**config.mk**
```make
export PLATFORM = sky130hd
export DESIGN_NAME = ws2812_rx
export DESIGN_NICKNAME = d
export VERILOG_FILES = /design/src/rtl/ws2812_rx.sv
export SDC_FILE = /design/constraint.sdc
export NUM_CORES = 1
export LEC_CHECK = 0
export ABC_CLOCK_PERIOD_IN_PS = 1800
export CAP_MARGIN = 5
export CELL_PAD_IN_SITES_DETAIL_PLACEMENT = 1
export CELL_PAD_IN_SITES_GLOBAL_PLACEMENT = 2
export CORE_MARGIN = 4
export CORE_UTILIZATION = 30
export DETAILED_ROUTE_END_ITERATION = 10
export PLACE_DENSITY_LB_ADDON = 0.08
export REMOVE_ABC_BUFFERS = 1
export SYNTH_ARGS = -nofsm -noshare
export SYNTH_HDL_FRONTEND = slang
export SYNTH_SLANG_ARGS = --single-unit
```
**constraint.sdc**
```tcl
create_clock -name clock -period 1.8 [get_ports clock]
set_input_delay 0.45 -clock clock [delete_from_list [all_inputs] [get_ports clock]]
set_output_delay 0.45 -clock clock [all_outputs]
set_load 0.01 [all_outputs]
```
**src/rtl/ws2812_rx.sv**
```systemverilog
// ws2812_rx: decodes a WS2812 single-wire NRZ bitstream into 24-bit pixels.
//
// The input is synchronized (2 FF) and edge-detected (1 FF). A 4-state FSM
// (SYNC, IDLE, HIGH, LOW) measures high times to decode bits. It measures low
// times to detect the frame latch.
//
// Ports:
//   clock, reset     core clock, synchronous active-high reset
//   i_din            asynchronous serial data line
//   o_pixel          last decoded pixel {red, green, blue}; held between strobes
//   o_pixel_valid    one-cycle strobe; o_pixel / o_led_index valid
//   o_led_index      index of the strobed pixel within its frame
//   o_frame_done     one-cycle strobe at latch detection
//   o_pixel_count    pixels accepted in the completed frame (with o_frame_done)
//   o_error          one-cycle protocol error strobe
//   o_err_code       1 short high, 2 long high, 3 partial word at latch
//   o_overflow       sticky: pixel seen beyond MAX_LEDS; cleared at frame_done
//   o_busy           FSM in HIGH or LOW

package ws2812_pkg;
    typedef struct packed {
        logic [7:0] red;
        logic [7:0] green;
        logic [7:0] blue;
    } color_t;
endpackage

module ws2812_rx #(
    parameter int CLK_FREQ     = 20_000_000,
    // Timing defaults scale from the clock: 0.6 us, 0.15 us, 1.5 us, 50 us.
    parameter int BIT_THRESH   = CLK_FREQ * 6 / 10_000_000,
    parameter int MIN_HIGH     = CLK_FREQ * 15 / 100_000_000,
    parameter int MAX_HIGH     = CLK_FREQ * 15 / 10_000_000,
    parameter int LATCH_CYCLES = CLK_FREQ / 20_000,
    parameter int MAX_LEDS     = 256
) (
    input  logic               clock,
    input  logic               reset,
    input  logic               i_din,
    output ws2812_pkg::color_t o_pixel,
    output logic               o_pixel_valid,
    output logic [8:0]         o_led_index,
    output logic               o_frame_done,
    output logic [8:0]         o_pixel_count,
    output logic               o_error,
    output logic [1:0]         o_err_code,
    output logic               o_overflow,
    output logic               o_busy
);
    localparam logic [5:0]  BIT_THRESH_W = 6'(BIT_THRESH);
    localparam logic [5:0]  MIN_HIGH_W   = 6'(MIN_HIGH);
    localparam logic [5:0]  MAX_HIGH_W   = 6'(MAX_HIGH);
    localparam logic [10:0] LATCH_W      = 11'(LATCH_CYCLES);
    localparam logic [8:0]  MAX_LEDS_W   = 9'(MAX_LEDS);

    typedef enum logic [1:0] {S_SYNC, S_IDLE, S_HIGH, S_LOW} state_t;

    logic din_meta_q, din_sync_q, din_prev_q;
    logic rise, fall;

    state_t             state_q, state_d;
    logic [5:0]         hi_cnt_q, hi_cnt_d;
    logic [10:0]        lo_cnt_q, lo_cnt_d;
    logic [4:0]         bit_cnt_q, bit_cnt_d;
    logic [22:0]        shift_q, shift_d;
    logic [8:0]         led_idx_q, led_idx_d;
    ws2812_pkg::color_t pixel_q, pixel_d;
    logic               pixel_valid_q, pixel_valid_d;
    logic [8:0]         led_index_q, led_index_d;
    logic               frame_done_q, frame_done_d;
    logic [8:0]         pixel_count_q, pixel_count_d;
    logic               error_q, error_d;
    logic [1:0]         err_code_q, err_code_d;
    logic               overflow_q, overflow_d;

    logic [5:0]  hi_inc;
    logic [10:0] lo_inc;
    logic        bit_val;
    logic [23:0] word;

    assign rise    = din_sync_q & ~din_prev_q;
    assign fall    = ~din_sync_q & din_prev_q;
    assign hi_inc  = (hi_cnt_q == '1) ? hi_cnt_q : hi_cnt_q + 6'd1;
    assign lo_inc  = (lo_cnt_q == '1) ? lo_cnt_q : lo_cnt_q + 11'd1;
    assign bit_val = (hi_cnt_q >= BIT_THRESH_W);
    // Wire order is G, R, B, MSB first, so the finished word is {G, R, B}.
    assign word    = {shift_q, bit_val};

    always_comb begin
        state_d       = state_q;
        hi_cnt_d      = hi_cnt_q;
        lo_cnt_d      = lo_cnt_q;
        bit_cnt_d     = bit_cnt_q;
        shift_d       = shift_q;
        led_idx_d     = led_idx_q;
        pixel_d       = pixel_q;
        pixel_valid_d = 1'b0;
        led_index_d   = led_index_q;
        frame_done_d  = 1'b0;
        pixel_count_d = pixel_count_q;
        error_d       = 1'b0;
        err_code_d    = err_code_q;
        overflow_d    = overflow_q;

        case (state_q)
            // Wait for a full latch period of quiet line before trusting edges.
            S_SYNC: begin
                if (din_sync_q) begin
                    lo_cnt_d = '0;
                end else if (lo_cnt_q >= LATCH_W) begin
                    state_d   = S_IDLE;
                    bit_cnt_d = '0;
                    led_idx_d = '0;
                end else begin
                    lo_cnt_d = lo_inc;
                end
            end
            S_IDLE: begin
                if (rise) begin
                    state_d  = S_HIGH;
                    hi_cnt_d = 6'd1;
                end
            end
            S_HIGH: begin
                if (hi_cnt_q >= MAX_HIGH_W) begin
                    error_d    = 1'b1;
                    err_code_d = 2'd2;
                    bit_cnt_d  = '0;
                    lo_cnt_d   = '0;
                    state_d    = S_SYNC;
                end else if (fall) begin
                    if (hi_cnt_q < MIN_HIGH_W) begin
                        error_d    = 1'b1;
                        err_code_d = 2'd1;
                        bit_cnt_d  = '0;
                        lo_cnt_d   = '0;
                        state_d    = S_SYNC;
                    end else begin
                        shift_d  = word[22:0];
                        lo_cnt_d = 11'd1;
                        state_d  = S_LOW;
                        if (bit_cnt_q == 5'd23) begin
                            bit_cnt_d = '0;
                            if (led_idx_q < MAX_LEDS_W) begin
                                pixel_valid_d = 1'b1;
                                pixel_d.red   = word[15:8];
                                pixel_d.green = word[23:16];
                                pixel_d.blue  = word[7:0];
                                led_index_d   = led_idx_q;
                                led_idx_d     = led_idx_q + 9'd1;
                            end else begin
                                overflow_d = 1'b1;
                            end
                        end else begin
                            bit_cnt_d = bit_cnt_q + 5'd1;
                        end
                    end
                end else begin
                    hi_cnt_d = hi_inc;
                end
            end
            S_LOW: begin
                if (rise) begin
                    state_d  = S_HIGH;
                    hi_cnt_d = 6'd1;
                end else if (lo_cnt_q >= LATCH_W) begin
                    if (bit_cnt_q != '0) begin
                        error_d    = 1'b1;
                        err_code_d = 2'd3;
                    end
                    if (led_idx_q != '0) begin
                        frame_done_d  = 1'b1;
                        pixel_count_d = (led_idx_q > MAX_LEDS_W) ? MAX_LEDS_W : led_idx_q;
                        overflow_d    = 1'b0;
                    end
                    bit_cnt_d = '0;
                    led_idx_d = '0;
                    state_d   = S_IDLE;
                end else begin
                    lo_cnt_d = lo_inc;
                end
            end
            default: state_d = S_SYNC;
        endcase
    end

    always_ff @(posedge clock) begin
        if (reset) begin
            din_meta_q    <= 1'b0;
            din_sync_q    <= 1'b0;
            din_prev_q    <= 1'b0;
            state_q       <= S_SYNC;
            hi_cnt_q      <= '0;
            lo_cnt_q      <= '0;
            bit_cnt_q     <= '0;
            shift_q       <= '0;
            led_idx_q     <= '0;
            pixel_q       <= '0;
            pixel_valid_q <= 1'b0;
            led_index_q   <= '0;
            frame_done_q  <= 1'b0;
            pixel_count_q <= '0;
            error_q       <= 1'b0;
            err_code_q    <= '0;
            overflow_q    <= 1'b0;
        end else begin
            din_meta_q    <= i_din;
            din_sync_q    <= din_meta_q;
            din_prev_q    <= din_sync_q;
            state_q       <= state_d;
            hi_cnt_q      <= hi_cnt_d;
            lo_cnt_q      <= lo_cnt_d;
            bit_cnt_q     <= bit_cnt_d;
            shift_q       <= shift_d;
            led_idx_q     <= led_idx_d;
            pixel_q       <= pixel_d;
            pixel_valid_q <= pixel_valid_d;
            led_index_q   <= led_index_d;
            frame_done_q  <= frame_done_d;
            pixel_count_q <= pixel_count_d;
            error_q       <= error_d;
            err_code_q    <= err_code_d;
            overflow_q    <= overflow_d;
        end
    end

    assign o_pixel       = pixel_q;
    assign o_pixel_valid = pixel_valid_q;
    assign o_led_index   = led_index_q;
    assign o_frame_done  = frame_done_q;
    assign o_pixel_count = pixel_count_q;
    assign o_error       = error_q;
    assign o_err_code    = err_code_q;
    assign o_overflow    = overflow_q;
    assign o_busy        = (state_q == S_HIGH) || (state_q == S_LOW);
endmodule

```
[Yosys cells after proc, flatten, opt, wreduce, memory -nomap -nowiden]
Index checks and enable logic that the tools add are counted.
Operators by class
  equal/unequal tests: 23
  $add $sub $neg: 4
  multiplexer cells: 64
  order comparisons: 6
  bitwise gates (word level): 12
  reduce and logical (&&, ||, !) cells: 20
Operators by type and width (number)
  9-bit 2-to-1 mux: 9
  11-bit 2-to-1 mux: 6
  5-bit 2-to-1 mux: 7
  11-bit one-hot mux with 3 select lines: 1
  2-bit != test (second input constant): 14
  9-bit one-hot mux with 3 select lines: 1
  2-bit 2-to-1 mux: 13
  6-bit 2-to-1 mux: 4
  1-bit 2-to-1 mux: 17
  5-bit one-hot mux with 3 select lines: 1
  6-bit one-hot mux with 2 select lines: 1
  4-bit AND reduction: 3
  6-bit AND reduction: 2
  11-bit by 1-bit adder with 11-bit output (second input constant): 1
  11-bit equality test (second input constant): 1
  11-bit by 10-bit >= comparator with 1-bit output (second input constant): 1
  1-bit NOT: 10
  9-bit by 1-bit adder with 9-bit output (second input constant): 1
  9-bit > comparator (second input constant): 1
  9-bit < comparator (second input constant): 1
  9-bit AND reduction: 1
  9-bit nonzero test: 1
  2-bit one-hot mux with 4 select lines: 1
  8-bit AND reduction: 1
  other kinds (24): 30
Storage, ports and cells
  bits in registers: 107
  input bits: 3

[Longest topological paths before layout]
  depth in word-level cells: 7
  depth in mapped cells: 9
  depth with buffers taken out: 7

[Worst setup path before layout]
Ideal clock, no wire load.
  path type: reg2reg
  start: reg hi_cnt_q[1]
  end: reg led_idx_q[8]
  required time: 1.685 ns
  setup slack: -0.026 ns
  stages on the path, launching flop included: 8
  buffers on the path: 1
  data arrival time: 1.712 ns
  cell sequence: dfxtp_1 ha_1 or4_4 and3_1 nand3_2 buf_6 a21oi_1 o21a_1
On the way
  cells in the longest elaborated chain, start to end: 3
RTL lines
  from (decl): line 62  | logic [5:0] hi_cnt_q, hi_cnt_d;
  from (signal assigned): line 211  | hi_cnt_q <= hi_cnt_d;
  6-bit by 2-bit < comparator with 1-bit output / 6-bit by 5-bit >= comparator with 1-bit output (equally long branches): line 132, 125
  2-bit != test (no source line)
  8-bit AND reduction (no source line) *
  to (signal assigned): line 215  | led_idx_q <= led_idx_d;
  to (decl): line 66  | logic [8:0] led_idx_q, led_idx_d;
Every way passes the cells marked *; elsewhere a longest branch is shown, timed or not.
A chain may end at the register's enable or synchronous reset.

[Final worst setup path]
  start: reg hi_cnt_q[1]
  end: reg err_code_q[0] (netlist: o_err_code[0])
On the way
  cells in the longest elaborated chain, start to end: 3
RTL lines
  6-bit by 5-bit >= comparator with 1-bit output / 6-bit by 2-bit < comparator with 1-bit output (equally long branches): line 125, 132
  3-bit != test (no source line) / 2-bit 2-to-1 mux (equally long branches)
  6-bit AND reduction (no source line) / 2-bit one-hot mux with 2 select lines (equally long branches)
  to (signal assigned): line 222  | err_code_q <= err_code_d;
  to (decl): line 73  | logic [1:0] err_code_q, err_code_d;
Several ways; a longest one is shown, not always the timed one.

==> results.md <==
- Outcome: finished with violations
- Failing checks: setup timing
- Post-route ant nets: 0
- CP Capture Type: register
- Layout Nets: between 600 and 700
- Max Cap Violations: 0
- Die ar.: between 0.015 and 0.02 mm²
- Skew-Pair Late Insertion Delay: around 0.35 ns
- Wire per inst: about 16 µm
- Via count: ~4200
- Largest net degree at the start of global routing: 62
- Cells after Synth: ~550
- Share of post-route cells with drive strength above 1: 0.2958
- Fillers: between 1500 and 2000
- Pint: approximately 3.4 mW
- NetSw: slightly above 1 mW
- CTS Buf Count: 9
- Comb pwr share: 0.027
- Area leader, netlist: dfxtp_1
- 1st-iter DRT viols: 169
- Cell Area, Synth: 0.004684 mm²
- Top_reg_cell synth: dfxtp_1
- Syn_area_per_cell: ~8.5 µm²
- PnR worst setup slack: -0.04052 ns
- Worst slew pin tran: roughly 0.56 ns
- Non-Filler Instances: a little under 900
- Initial core utilization: 0.3070
- DR pass1 iterations: 4
- DP Area: ~0.0058 mm²
- Fmax: around 0.54 GHz
- WL final: about 14000 µm
- IO buf count: 51
- Ranking of synthesized cells by area: dfxtp_1 46%, nand2_1 9.1%, a21oi_1 6.4%
- Setup Viol. Count Final: 13
- Core area: approximately 0.015 mm²
- RSZ-0062 raised after global routing: yes
- Crit Path Category: reg -> reg
- Min cycle time layout: 1.841 ns
- Final Slew Violations: 0
- Clock skew: slightly below 0.008 ns
- Number of diodes: 0
- Drt drc: 0
- # placed instances: approximately 840
- RePlAce Congestion: around 0.84
- Min-Delay Path Class: reg -> reg
- Maximum VDD drop: 0.4346 mV
- Total leakage power: between 2 and 2.5 nW
- Sw Share: 0.2342
- Design Area, Final: around 0.0066 mm²
- First-pass GRT wire length: 21660 µm
- Rows: 45
- Final Hold Fails: 0
- Worst Path Arrival: ~2.1 ns
- Power density cells: a little under 700 mW/mm²
- Area Growth Syn to Fin: 40.25%
- Number of distinct library cells after synthesis: 60
- Top cell type's share of synthesized area: 0.4573
- Sequential Power Share: 0.536
- CP Max Fanout: 4
- Clock share of power: 0.438
- Fin crit share: 1.023
- Die Y: between 100 and 150 µm
- Startpoint types: register
- Yosys warns: 0
- Routed vias/inst: about 4.8
- Gr ovfl total: 0
- Clock Sinks: roughly 110
- Setup_tns: -0.2167 ns
- Number of global-route vias before repair: roughly 4300
- Initial antenna violation count: 0
- Max Buffers Root-to-Sink: 2
- Clock Tree Root: clkbuf_16
- I/O pin count: 52
- Post-synth ARST share: 0
- Die width: about 130 µm
- H-tree lvl count: 3
- Worst slew margin: 0.6236
- Register bit total from synthesis: approximately 110
- Number of flops mapped to enable cells by yosys: 0
- Sequential area share after synthesis: 0.4573
- GR Util All Layers: 0.1485
- DP HPWL: 9130 µm
- CTS tree: built
- Worst EP required: between 2 and 2.5 ns
- Clock slew at reported path FFs: 0.08 ns
## kinds of logic after synthesis
kind of cell               Yosys count  synth area share
and+or+nand+nor                    242            0.2551
adders and majority gates            8           0.02137
muxes                                1          0.002137
buffers and inverters               53           0.05422
xor gates and xnor gates            10           0.01870
DFF                                107            0.4573
AOI/OAI and AO/OA                  131            0.1912
## per-layer routing
layer  routed length (µm)  global-route usage  part of all wire
met5                    0                   0                 0
met1                 6540              0.1945              0.47
met2                 6966              0.2477              0.50
met4                  155             0.05543             0.011
met3                  251             0.02167             0.018
## timing repair
| item | CTS | global route |
|---|---|---|
| gates resized for setup | 10 | 64 |
| gates cloned | 1 | 7 |
| setup buffers | 4 | 7 |
| hold buffers | 0 | 0 |
| setup endpoints to repair | 48 | 78 |
| pin swaps | 1 | 19 |
## cell type report
class                   instances  area, µm²  area share
multi-input cells             394       2525      0.3843
flip-flops and latches        107       2155      0.3279
inverters                      15      56.30    0.008570
well taps                     211      264.0     0.04018
repair buffers                134       1284      0.1954
clock buffers                  10      239.0     0.03637
clock inverters                 6      47.55    0.007237
## cell usage after synthesis, types with 3 or more instances
library cell and number:
ha_1 8, nand4_1 10, nand2_1 113, a31oi_1 5
a21oi_1 60, o2111ai_1 3, nand2_2 19, a21oi_2 19
inv_1 15, xor2_1 9, nor2b_1 4, and4_1 3
nand2b_1 9, a211oi_1 3, and2_1 3, dfxtp_1 107
buf_6 5, nor2_1 30, a2111o_1 5, clkbuf_1 19
and3_1 5, buf_2 11, a21o_1 4, o21ai_0 7
nand3_1 14, o21ai_1 3, nand3b_1 8, o21a_1 3
nor3_1 10
## final timing paths
path                                 start                         end  slack, ns  cells past startpoint
hold reg to reg      din_meta_q$_SDFF_PP0_       din_sync_q$_SDFF_PP0_       0.43                      1
setup / recovery  hi_cnt_q[1]$_SDFFE_PP0P_  o_err_code[0]$_SDFFE_PP0P_      -0.04                      7
hold / removal       din_meta_q$_SDFF_PP0_       din_sync_q$_SDFF_PP0_       0.43                      1
setup reg to reg  hi_cnt_q[1]$_SDFFE_PP0P_  o_err_code[0]$_SDFFE_PP0P_      -0.04                      7
## metrics by stage
stage	util	worst slack (ns)	hold WS, ns	power (mW)
final	0.4306	-0.04052	0.4341	4.439
after global routing	0.4306	-0.1054	0.4581	4.642
after CTS	0.4043	-0.03715	0.4518	4.532
after detailed placement	0.3805	-0.2655	0.4395	2.551
after global placement	0.3805	-0.2704	0.4194	2.548
after floorplan	-	-0.8786	0.4138	2.472
## state kept, by name (all words and copies together), names as in the netlist
name	flops
led_idx_q	9
o_err_code	2
din_prev_q	1
o_pixel	24
o_error	1
o_led_index	9
state_q	2
din_sync_q	1
o_overflow	1
bit_cnt_q	5
o_pixel_count	9
hi_cnt_q	6
lo_cnt_q	11
shift_q	23
o_pixel_valid	1
din_meta_q	1
o_frame_done	1
## power by group through the flow
stage	Sequential, mW	Clock, mW	Combinational [mW]
finish	2.38	1.94	0.118
global route	2.38	2.13	0.130
CTS	2.38	2.04	0.116
detailed placement	2.44	0	0.115
global placement	2.44	0	0.113
floorplan	2.44	0	0.0369
## placed cells by master, fill, tap and decap left out, drive strengths merged, types with 8 or more instances in the layout
| cell type | count |
|---|---|
| nand3b | 8 |
| inv | 17 |
| dfxtp | 107 |
| xor2 | 9 |
| clkbuf | 14 |
| clkdlybuf4s50 | 49 |
| o21ai | 10 |
| nor2 | 32 |
| a21oi | 79 |
| nand3 | 16 |
| nand2 | 132 |
| nand2b | 9 |
| nand4 | 11 |
| buf | 80 |
| nor3 | 11 |
| ha | 8 |
## critical path, stage by stage, from the launching register on
cell and delay (ns):
dfxtp_4 0.36, ha_4 0.15, or4_4 0.46, nand3_2 0.17, buf_4 0.17, nand2_1 0.10, nor2_2 0.16, o221a_2 0.21
(Power assumes the default switching activity.)
